[src/rtl/baud_tick_gen.sv]
// rtl/baud_tick_gen.sv - fractional baud-rate generator producing oversample/baud strobes and a baud clock
module baud_tick_gen #(
  parameter int CNT_W    = 16,
  parameter int FRAC_W   = 4,
  parameter int OVS      = 16,
  parameter int DEF_INT  = 54,
  parameter int DEF_FRAC = 4
) (
  input  logic              CLK100MHZ,
  input  logic              resetn,
  input  logic              en,
  input  logic [CNT_W-1:0]  div_int,
  input  logic [FRAC_W-1:0] div_frac,
  input  logic              load,
  output logic              os_tick,
  output logic              baud_tick,
  output logic              baud_clk,
  output logic              upd_pend,
  output logic              div_err
);

  localparam int OS_W = (OVS > 1) ? $clog2(OVS) : 1;
  localparam logic [OS_W-1:0] OS_LAST = OS_W'(OVS - 1);
  localparam logic [OS_W-1:0] OS_HALF = OS_W'(OVS / 2 - 1);

  logic [CNT_W-1:0]  act_int_q, act_int_d, pend_int_q, pend_int_d, cnt_q, cnt_d;
  logic [FRAC_W-1:0] act_frac_q, act_frac_d, pend_frac_q, pend_frac_d, acc_q, acc_d;
  logic [OS_W-1:0]   os_cnt_q, os_cnt_d;
  logic              ext_q, ext_d, upd_pend_q, upd_pend_d;
  logic              os_tick_q, os_tick_d, baud_tick_q, baud_tick_d, baud_clk_q, baud_clk_d;
  logic              run, hit, apply;
  logic [CNT_W:0]    term;

  assign div_err = (act_int_q < CNT_W'(2));
  assign run     = en & ~div_err;
  // One bit wider than the counter so act_int - 1 + ext never wraps.
  assign term    = {1'b0, act_int_q} + {{CNT_W{1'b0}}, ext_q} - {{CNT_W{1'b0}}, 1'b1};
  assign hit     = run & ({1'b0, cnt_q} == term);
  assign apply   = upd_pend_q & (~run | hit);

  always_comb begin
    act_int_d   = act_int_q;
    act_frac_d  = act_frac_q;
    pend_int_d  = pend_int_q;
    pend_frac_d = pend_frac_q;
    upd_pend_d  = upd_pend_q;
    cnt_d       = cnt_q;
    acc_d       = acc_q;
    ext_d       = ext_q;
    os_cnt_d    = os_cnt_q;
    baud_clk_d  = baud_clk_q;
    os_tick_d   = 1'b0;
    baud_tick_d = 1'b0;

    if (!run) begin
      cnt_d      = '0;
      acc_d      = '0;
      ext_d      = 1'b0;
      os_cnt_d   = '0;
      baud_clk_d = 1'b0;
    end else if (hit) begin
      cnt_d          = '0;
      os_tick_d      = 1'b1;
      {ext_d, acc_d} = {1'b0, acc_q} + {1'b0, act_frac_q};
      os_cnt_d       = (os_cnt_q == OS_LAST) ? '0 : os_cnt_q + 1'b1;
      baud_tick_d    = (os_cnt_q == OS_LAST);
      if (os_cnt_q == OS_HALF) baud_clk_d = 1'b1;
      if (os_cnt_q == OS_LAST) baud_clk_d = 1'b0;
    end else begin
      cnt_d = cnt_q + 1'b1;
    end

    // os_cnt and baud_clk are left alone so the baud phase survives a divisor change.
    if (apply) begin
      act_int_d  = pend_int_q;
      act_frac_d = pend_frac_q;
      upd_pend_d = 1'b0;
      acc_d      = '0;
      ext_d      = 1'b0;
    end

    if (load) begin
      pend_int_d  = div_int;
      pend_frac_d = div_frac;
      upd_pend_d  = 1'b1;
    end
  end

  always_ff @(posedge CLK100MHZ or negedge resetn) begin
    if (!resetn) begin
      act_int_q   <= CNT_W'(DEF_INT);
      act_frac_q  <= FRAC_W'(DEF_FRAC);
      pend_int_q  <= CNT_W'(DEF_INT);
      pend_frac_q <= FRAC_W'(DEF_FRAC);
      upd_pend_q  <= 1'b0;
      cnt_q       <= '0;
      acc_q       <= '0;
      ext_q       <= 1'b0;
      os_cnt_q    <= '0;
      os_tick_q   <= 1'b0;
      baud_tick_q <= 1'b0;
      baud_clk_q  <= 1'b0;
    end else begin
      act_int_q   <= act_int_d;
      act_frac_q  <= act_frac_d;
      pend_int_q  <= pend_int_d;
      pend_frac_q <= pend_frac_d;
      upd_pend_q  <= upd_pend_d;
      cnt_q       <= cnt_d;
      acc_q       <= acc_d;
      ext_q       <= ext_d;
      os_cnt_q    <= os_cnt_d;
      os_tick_q   <= os_tick_d;
      baud_tick_q <= baud_tick_d;
      baud_clk_q  <= baud_clk_d;
    end
  end

  assign os_tick   = os_tick_q;
  assign baud_tick = baud_tick_q;
  assign baud_clk  = baud_clk_q;
  assign upd_pend  = upd_pend_q;

endmodule

[config.mk]
export PLATFORM = sky130hd
export DESIGN_NAME = baud_tick_gen
export DESIGN_NICKNAME = d
export VERILOG_FILES = /design/src/rtl/baud_tick_gen.sv
export SDC_FILE = /design/constraint.sdc
export NUM_CORES = 1
export LEC_CHECK = 0
export ABC_AREA = 1
export BUFFER_PORTS_ARGS = -buffer_cell sky130_fd_sc_hd__buf_4
export CORE_ASPECT_RATIO = 0.7
export CORE_MARGIN = 3
export CORE_UTILIZATION = 40
export DETAILED_ROUTE_END_ITERATION = 7
export PLACE_DENSITY_LB_ADDON = 0.25
export SKIP_LAST_GASP = 1
export SYNTH_ARGS = -nofsm -noshare
export SYNTH_HDL_FRONTEND = slang
export SYNTH_SLANG_ARGS = --single-unit
[constraint.sdc]
create_clock -name CLK100MHZ -period 6.6 [get_ports CLK100MHZ]
set_input_delay 0.33 -clock CLK100MHZ [delete_from_list [all_inputs] [get_ports CLK100MHZ]]
set_output_delay 0.33 -clock CLK100MHZ [all_outputs]
set_load 0.03 [all_outputs]
Word-level counts from Yosys, hierarchy flattened
Index checks and enable logic that the tools add are counted.

Reduce and logical (&&, ||, !) cells: 2. Multiplexer cells: 21. Magnitude comparators: 1. Eq/ne operators: 6. Add/sub/neg operators: 5. Bitwise operators: 6.

Operator list (number): 2-to-1 mux 16 bit (2); 2-to-1 mux 4 bit (6); adder 16 x 1 -> 17 bit (1); == test 16 x 17 -> 1 bit (1); subtractor 17 x 1 -> 17 bit (second input constant) (1); adder 16 x 1 -> 16 bit (second input constant) (1); less-than comparator 16 x 2 -> 1 bit (second input constant) (1); 2-to-1 mux 1 bit (13); inequality test 3 x 1 -> 1 bit (second input constant) (2); adder 4 x 4 -> 5 bit (1); adder 4 x 1 -> 4 bit (second input constant) (1); == test 4 x 3 -> 1 bit (second input constant) (1); == test 4 bit (second input constant) (1); bitwise AND 1 bit (3); inequality test 2 x 1 -> 1 bit (second input constant) (1); NOT 1 bit (2); AND reduction 2 bit (1); nonzero test 2 bit (1); bitwise OR 1 bit (1).

Flip-flop bits (word level): 69. Output and inout port bits: 5. Logic and storage cells: 53.

Longest topological paths before layout
Gate-level depths: netlist of the first run.

Word-level depth: 8. Mapped depth: 16. Depth with buffers taken out: 16.

Worst setup path before layout of the first run
OpenSTA, ideal clock, no wires.

Kind: reg-to-reg. From: register act_int_q[0]. To: register act_int_q[3]. Required time: 6483 ps. Stages on the path, launching flop included: 16. Clock period less this slack: 2118 ps. Arrival: 2001 ps. Buffers on the path: 1. Path slack: 4482 ps. Cell sequence: dfrtp_1 -> inv_1 -> ha_1 -> ha_1 -> nand2_2 -> nor2_4 -> nand2_2 -> nand3_1 -> nand2_1 -> nor2_2 -> nand2_2 -> o21bai_4 -> nand2_2 -> buf_6 -> nand2_1 -> nand2_1.

Word-level cells in the longest chain between the ends: 6. Elaborated cells on any way between the ends: 10. Those cells by class: add/sub: 2; order compare: 1; eq/ne: 1; bitwise: 6.

RTL lines: start, declared (RTL line 26) `logic [CNT_W-1:0] act_int_q, act_int_d, pend_int_q, pend_int_d, cnt_q, cnt_d;`; start signal, assigned (RTL line 91) `act_int_q <= CNT_W'(DEF_INT);`; start signal, assigned (RTL line 104) `act_int_q <= act_int_d;`; adder 16 x 1 -> 17 bit / less-than comparator 16 x 2 -> 1 bit (equally long branches) (RTL line 37, 34); subtractor 17 x 1 -> 17 bit / NOT 1 bit (equally long branches) (RTL line 37, 35); == test 16 x 17 -> 1 bit / bitwise AND 1 bit (equally long branches) (RTL line 38, 35); bitwise AND 1 bit / NOT 1 bit (equally long branches) (RTL line 38, 39); bitwise OR 1 bit (*) (RTL line 39) `assign apply = upd_pend_q & (~run | hit);`; bitwise AND 1 bit (*) (RTL line 39).

Every way passes the cells marked *; elsewhere a longest branch is shown, timed or not. A chain may end at the register's enable or synchronous reset.

Worst setup path after layout of the first run
From: register act_int_q[0]. To: register act_int_q[8].

The elaborated chain is that of the path after synthesis.

==> results of run 1 <==
power groups by stage:
stage	clock network, mW	registers, mW	logic [mW]
after floorplan	0	0.494	0.154
after global placement	0	0.509	0.187
after detailed placement	0	0.510	0.191
after CTS	0.526	0.503	0.192
after global routing	0.543	0.509	0.223
final	0.513	0.504	0.190
synth_stat cells:
cell type	instances
a21oi_1	7
a31oi_1	1
buf_2	3
buf_6	6
clkbuf_1	6
dfrtp_1	59
dfstp_2	10
fa_1	1
ha_1	8
inv_1	43
inv_2	3
nand2_1	196
nand2_2	8
nand3_1	40
nand3b_1	3
nand4_1	11
nor2_1	43
nor2_2	3
nor2_4	3
nor3_1	8
nor4_1	3
o21ai_0	7
o21bai_1	1
o21bai_4	1
xnor2_1	12
xor2_1	9
through the flow:
| stage | worst slack, ns | total power [mW] |
|---|---|---|
| 5_1_grt | 3.00 | 1.27 |
| 6_report | 3.43 | 1.21 |
| 3_3_place_gp | 3.47 | 0.696 |
| 4_1_cts | 3.40 | 1.22 |
| 3_5_place_dp | 3.41 | 0.701 |
| 2_1_floorplan | 4.48 | 0.648 |
worst max-delay path by stage:
stage	start	to
2_1_floorplan	act_int_q[0]	act_int_q[3]
3_3_place_gp	act_int_q[5]	act_int_q[3]
3_5_place_dp	ext_q	act_int_q[8]
4_1_cts	ext_q	act_int_q[8]
5_1_grt	act_int_q[0]	act_int_q[0]
6_report	act_int_q[0]	act_int_q[8]
kinds of logic (layout without fill, tap and decap cells):
group / Yosys count / count (layout) / synth area share
fa+ha+maj: 9 / 9 / 0.0318
compound gates: 17 / 17 / 0.0272
xor+xnor: 21 / 21 / 0.0487
simple gates: 318 / 318 / 0.358
flops: 69 / 69 / 0.461
buf+inv: 61 / 90 / 0.0736
worst reg2reg max path, delay by kind of cell (launching register included):
kind / cells / cell delay [ns]
flops: 1 / 0.37
simple gates: 10 / 1.42
buf+inv: 1 / 0.06
fa+ha+maj: 2 / 0.48
compound gates: 1 / 0.75
registers in the layout (all words and copies together), names as in the netlist, 4 cells and up:
| signal | count |
|---|---|
| os_cnt_q | 4 |
| act_int_q | 16 |
| pend_int_q | 16 |
| cnt_q | 16 |
| pend_frac_q | 4 |
| acc_q | 4 |
| act_frac_q | 4 |
metal layers:
metal / global-route usage / part of all wire / routed length, um / vias to the layer above
met5: 0 / 0 / 0 / -
met3: 0.0481 / 0.058 / 466 / 11
met4: 0.0681 / 0.018 / 145 / 0
met2: 0.201 / 0.36 / 2840 / 65
met1: 0.263 / 0.57 / 4530 / 1355
li1: - / - / - / 1601
final cells by class:
type,instances,area (sq um),share of cell area
Sequential cell,69,1740,0.400
Tap cell,120,150,0.0345
Timing Repair Buffer,28,210,0.0483
Multi-Input combinational cell,365,1760,0.404
Clock buffer,12,246,0.0567
Inverter,46,173,0.0397
Clock inverter,4,73.8,0.0170
==> impl_metrics.yaml, run 1 <==
run_status:
  status: "finished clean"
synthesis:
  syn_avg_cell_area_sq_um: 7.62
  yosysWarnings: 0
  synth_top_area_cell: "dfrtp_1"
  syn_inst: 495
  synth_seq_cells: 69
  yosys.cell_types.count: 26
  syn_nets: 528
  synth_area_sq_um: 3770
  synth_area_leaders: "dfrtp_1 39%, nand2_1 19%, dfstp_2 7.0%"
  yosysTopAreaCellShare: 0.391
  yosysSeqAreaShare: 0.461
critical_path:
  critPathRequiredTime_ns: 6.82
  path_class: "flip-flop to flip-flop"
  setup.worst_path.start_class: "flip-flop"
  cp_top_family: "simple AND/OR/NAND/NOR gates"
  cpMostUsedCell: "nand2_1"
  end_kind: "flip-flop"
  reg2reg_to: "act_int_q[8]"
  reg2reg_from: "act_int_q[0]"
  reg2reg_depth: 14
  critical_path.cell_chain: "inv_1 > ha_1 > ha_1 > nand2_2 > nor2_4 > nand2_2 > nand2_1 > nand2_1 > nor2_1 > nand3_1 > o21bai_4 > nand2_2 > nand2_1 > nand2_1"
  path_max_fanout: 41
  cp_num_cells: 14
  cp.arrival_ns: 3.39
  slowest_delay_ns: 0.75
  critPathBufInv: 1
  slowest_stage: "o21bai_4"
  r2r_setup_slack_ns: 3.43
power_and_ir_drop:
  clkPwrFrac: 0.425
  cellLeakagePower_nw: 2.25
  ir_drop_v: 0.000126
  netSwitchingPower_mw: 0.331
  p_int_mw: 0.876
  p_sw_frac: 0.274
  p_per_area_nw_per_um2: 278
  power.share.sequential: 0.417
  combPwrFrac: 0.158
layout:
  design_area_sq_um: 4350
  layout.nets: 552
  stdcell_count: 644
  final_util: 0.495
  area_delta_synth_final_pct: 15.3
  nFillCells: 881
  post_route_cells_drive_above_1_share: 0.134
  layout_commonest_cell: "nand2_1"
  final_cell_mix: "196 x nand2_1, 59 x dfrtp_1, 43 x inv_1, 43 x nor2_1, 40 x nand3_1"
  antenna_cells_inserted: 0
floorplanning:
  core_sq_um: 8790
  die_h_um: 87.3
  ios: 29
  die_area_sq_um: 10700
  num_rows: 28
  start_util: 0.429
  die_w_um: 122
detailed_routing:
  drt-wirelength-per-cell_um: 12.4
  ant_nets: 0
  drc: 0
  viasPerCell: 4.71
  wirelength_um: 7980
  dr.pass1.iters: 4
  drtIter0Drc: 174
  vias: 3032
placement:
  place_area_sq_um: 4030
  portBuffers: 28
  gp_congestion: 0.870
  placed_cells: 628
  dp_hpwl_um: 5660
timing:
  skew_ns: 0.00495
  worst_hold_slack_ns: 0.117
  period_minus_slack_ns: 3.17
  report.final.setup_viol: 0
  fin_crit_sh: 0.480
  worst_slew_pin_slew_ns: 0.936
  hold_viol: 0
  slew_viol_final: 0
  slew_headroom: 0.374
  fmax_ghz: 0.316
  rsz0062_at_grt: "false"
  setup_tns_ns: 0
clocking:
  ctsHoldBuffers: 0
  htreeDepth: 3
  clockBufferDepth: 2
  cts_root_buf: "clkbuf_16"
  cts.sinks: 69
  numCtsBuffers: 9
  clk_latency_ns: 0.33
  clkTransAtPathRegs_ns: 0.05
  ctsResizeCount: 0
  cts_setup_buffers: 0
  cts_tree: "built"
global_routing:
  grt.total_usage: 0.165
  grt_max_degree: 70
  overflow: 0
  grt_pass1_wl_um: 13600
  antenna_found_initial: 0
  grt_pass1_vias: 2766
hold_path:
  hold_path.class: "input pin to async pin"
run:
  drv_cap: 0
Power figures use the tool's default switching activity.
==> run 2, diff against run 1 <==
==> constraint.sdc (replaced) <==
create_clock -name CLK100MHZ -period 3.2 [get_ports CLK100MHZ]
set_input_delay 0.16 -clock CLK100MHZ [delete_from_list [all_inputs] [get_ports CLK100MHZ]]
set_output_delay 0.16 -clock CLK100MHZ [all_outputs]
set_load 0.03 [all_outputs]
==> run 2 against run 1 <==
Clock skew rose by 0.0023 ns. Clock power is 89% higher. Utilization hardly changed. Highest routed layer unchanged.
==> impl_metrics.yaml, run 2 (synthesis gave the netlist of run 1 again) <==
run_status:
  status: "finished clean"
detailed_routing:
  viasPerCell: 4.69
  wirelength_um: 7940
  ant_nets: 0
  drt-wirelength-per-cell_um: 12.3
  vias: 3035
  drc: 0
  drtIter0Drc: 152
  dr.pass1.iters: 4
layout:
  design_area_sq_um: 4350
  stdcell_count: 647
  final_cell_mix: "196 x nand2_1, 59 x dfrtp_1, 43 x inv_1, 43 x nor2_1, 40 x nand3_1"
  ff_latch_area_sq_um: 1740
  layout.nets: 555
  antenna_cells_inserted: 0
  top_regs: "act_int_q x16, cnt_q x16, pend_int_q x16"
  multi_input_area_sq_um: 1760
  post_route_cells_drive_above_1_share: 0.140
  final_util: 0.495
  nFillCells: 900
  layout_commonest_cell: "nand2_1"
  area_delta_synth_final_pct: 15.3
critical_path:
  r2r_setup_slack_ns: 0.55
  reg2reg_from: "act_int_q[0]"
  critPathRequiredTime_ns: 3.42
  cpMostUsedCell: "nand2_1"
  slowest_delay_ns: 0.38
  critical_path.cell_chain: "inv_1 > ha_1 > ha_1 > nand2_2 > nor2_4 > nand3b_1 > nand2_1 > nand2_1 > nor2_2 > nand2_2 > o21bai_4 > nand2_2 > nand2_1 > nand2_1"
  end_kind: "flip-flop"
  cp.arrival_ns: 2.87
  setup.worst_path.start_class: "flip-flop"
  critPathBufInv: 1
  slowest_stage: "dfrtp_1"
  path_class: "flip-flop to flip-flop"
  setup.worst_path.start: "act_int_q[0]"
  crit_end: "act_int_q[9]"
  cp_top_family: "simple AND/OR/NAND/NOR gates"
  cp_num_cells: 14
  reg2reg_depth: 14
  path_max_fanout: 20
  reg2reg_to: "act_int_q[9]"
clocking:
  cts.sinks: 69
  clkTransAtPathRegs_ns: 0.06
  clockBufferDepth: 2
  cts_root_buf: "clkbuf_16"
  cts_tree: "built"
  ctsResizeCount: 0
  numCtsBuffers: 9
  clk_latency_ns: 0.33
  htreeDepth: 3
timing:
  rsz0062_at_grt: "false"
  slew_headroom: 0.429
  period_minus_slack_ns: 2.65
  slew_viol_final: 0
  skew_ns: 0.00725
  fin_ws_ns: 0.553
  hold_viol: 0
  fmax_ghz: 0.378
  worst_slew_pin_slew_ns: 0.857
  report.final.setup_viol: 0
  fin_crit_sh: 0.827
  setup_tns_ns: 0
  worst_hold_slack_ns: 0.0245
global_routing:
  overflow: 0
  grt_pass1_wl_um: 13700
  grt_max_degree: 70
  antenna_found_initial: 0
  grt.total_usage: 0.165
  grt_pass1_vias: 2795
placement:
  dp_hpwl_um: 5900
  portBuffers: 28
  placed_cells: 630
  place_area_sq_um: 4040
  dp_slack_ns: 0.545
  gp_congestion: 0.882
floorplanning:
  die_area_sq_um: 10700
  start_util: 0.429
  core_sq_um: 8790
  num_rows: 28
  die_w_um: 122
  die_h_um: 87.3
  ios: 29
power_and_ir_drop:
  cellLeakagePower_nw: 2.25
  p_per_area_nw_per_um2: 552
  finalPower_mw: 2.40
  ir_drop_v: 0.000242
run:
  drv_cap: 0
hold_path:
  hold_path.class: "input pin to flip-flop"
## run 2: cell count changes in the layout (fill, tap and decap cells not counted), sizes merged
cell         before  now
buf              28   30
dlygate4sd3       0    1
inv              46   47
clkinvlp          0    1
bufinv            2    0
## run 2: worst min-delay path by stage
stage	to	depth (start not counted)	startpoint	slack, ns
2_1_floorplan	acc_q[0]	0	resetn	-0.14
4_1_cts	pend_int_q[5]	3	div_int[5]	0.01
5_1_grt	pend_int_q[5]	3	div_int[5]	0.02
3_3_place_gp	cnt_q[8]	1	resetn	0.33
6_report	pend_frac_q[3]	3	div_frac[3]	0.02
3_5_place_dp	cnt_q[8]	1	resetn	0.34
## run 2: final cells by class
type                            count  share of cell area
Multi-Input combinational cell    365               0.404
Sequential cell                    69               0.400
Clock buffer                       12              0.0613
Timing Repair Buffer               31              0.0541
Inverter                           46              0.0397
Tap cell                          120              0.0345
Clock inverter                      4             0.00690
## run 2: where the power goes
group          switching [mW]  internal, mW
Clock                   0.378         0.590
Sequential             0.0834         0.953
Combinational           0.245         0.153
Total                   0.706          1.70
## run 2: metal layers
metal | track usage | vias up | routed length, um
met3 | 0.0435 | 9 | 407
li1 | - | 1603 | -
met5 | 0 | - | 0
met2 | 0.206 | 64 | 2870
met4 | 0.0579 | 0 | 101
met1 | 0.264 | 1359 | 4560
## run 2: worst min-delay path: cells and delay by family
family	cells	cell delay, ns
and+or+nand+nor	2	0.09
buffers and inverters	1	0.08
## run 2: what timing repair did
action                                 4_1_cts  5_1_grt
endpoints found under the hold margin       59        0
hold buffers                                 1        0
buffers inserted                             0        0
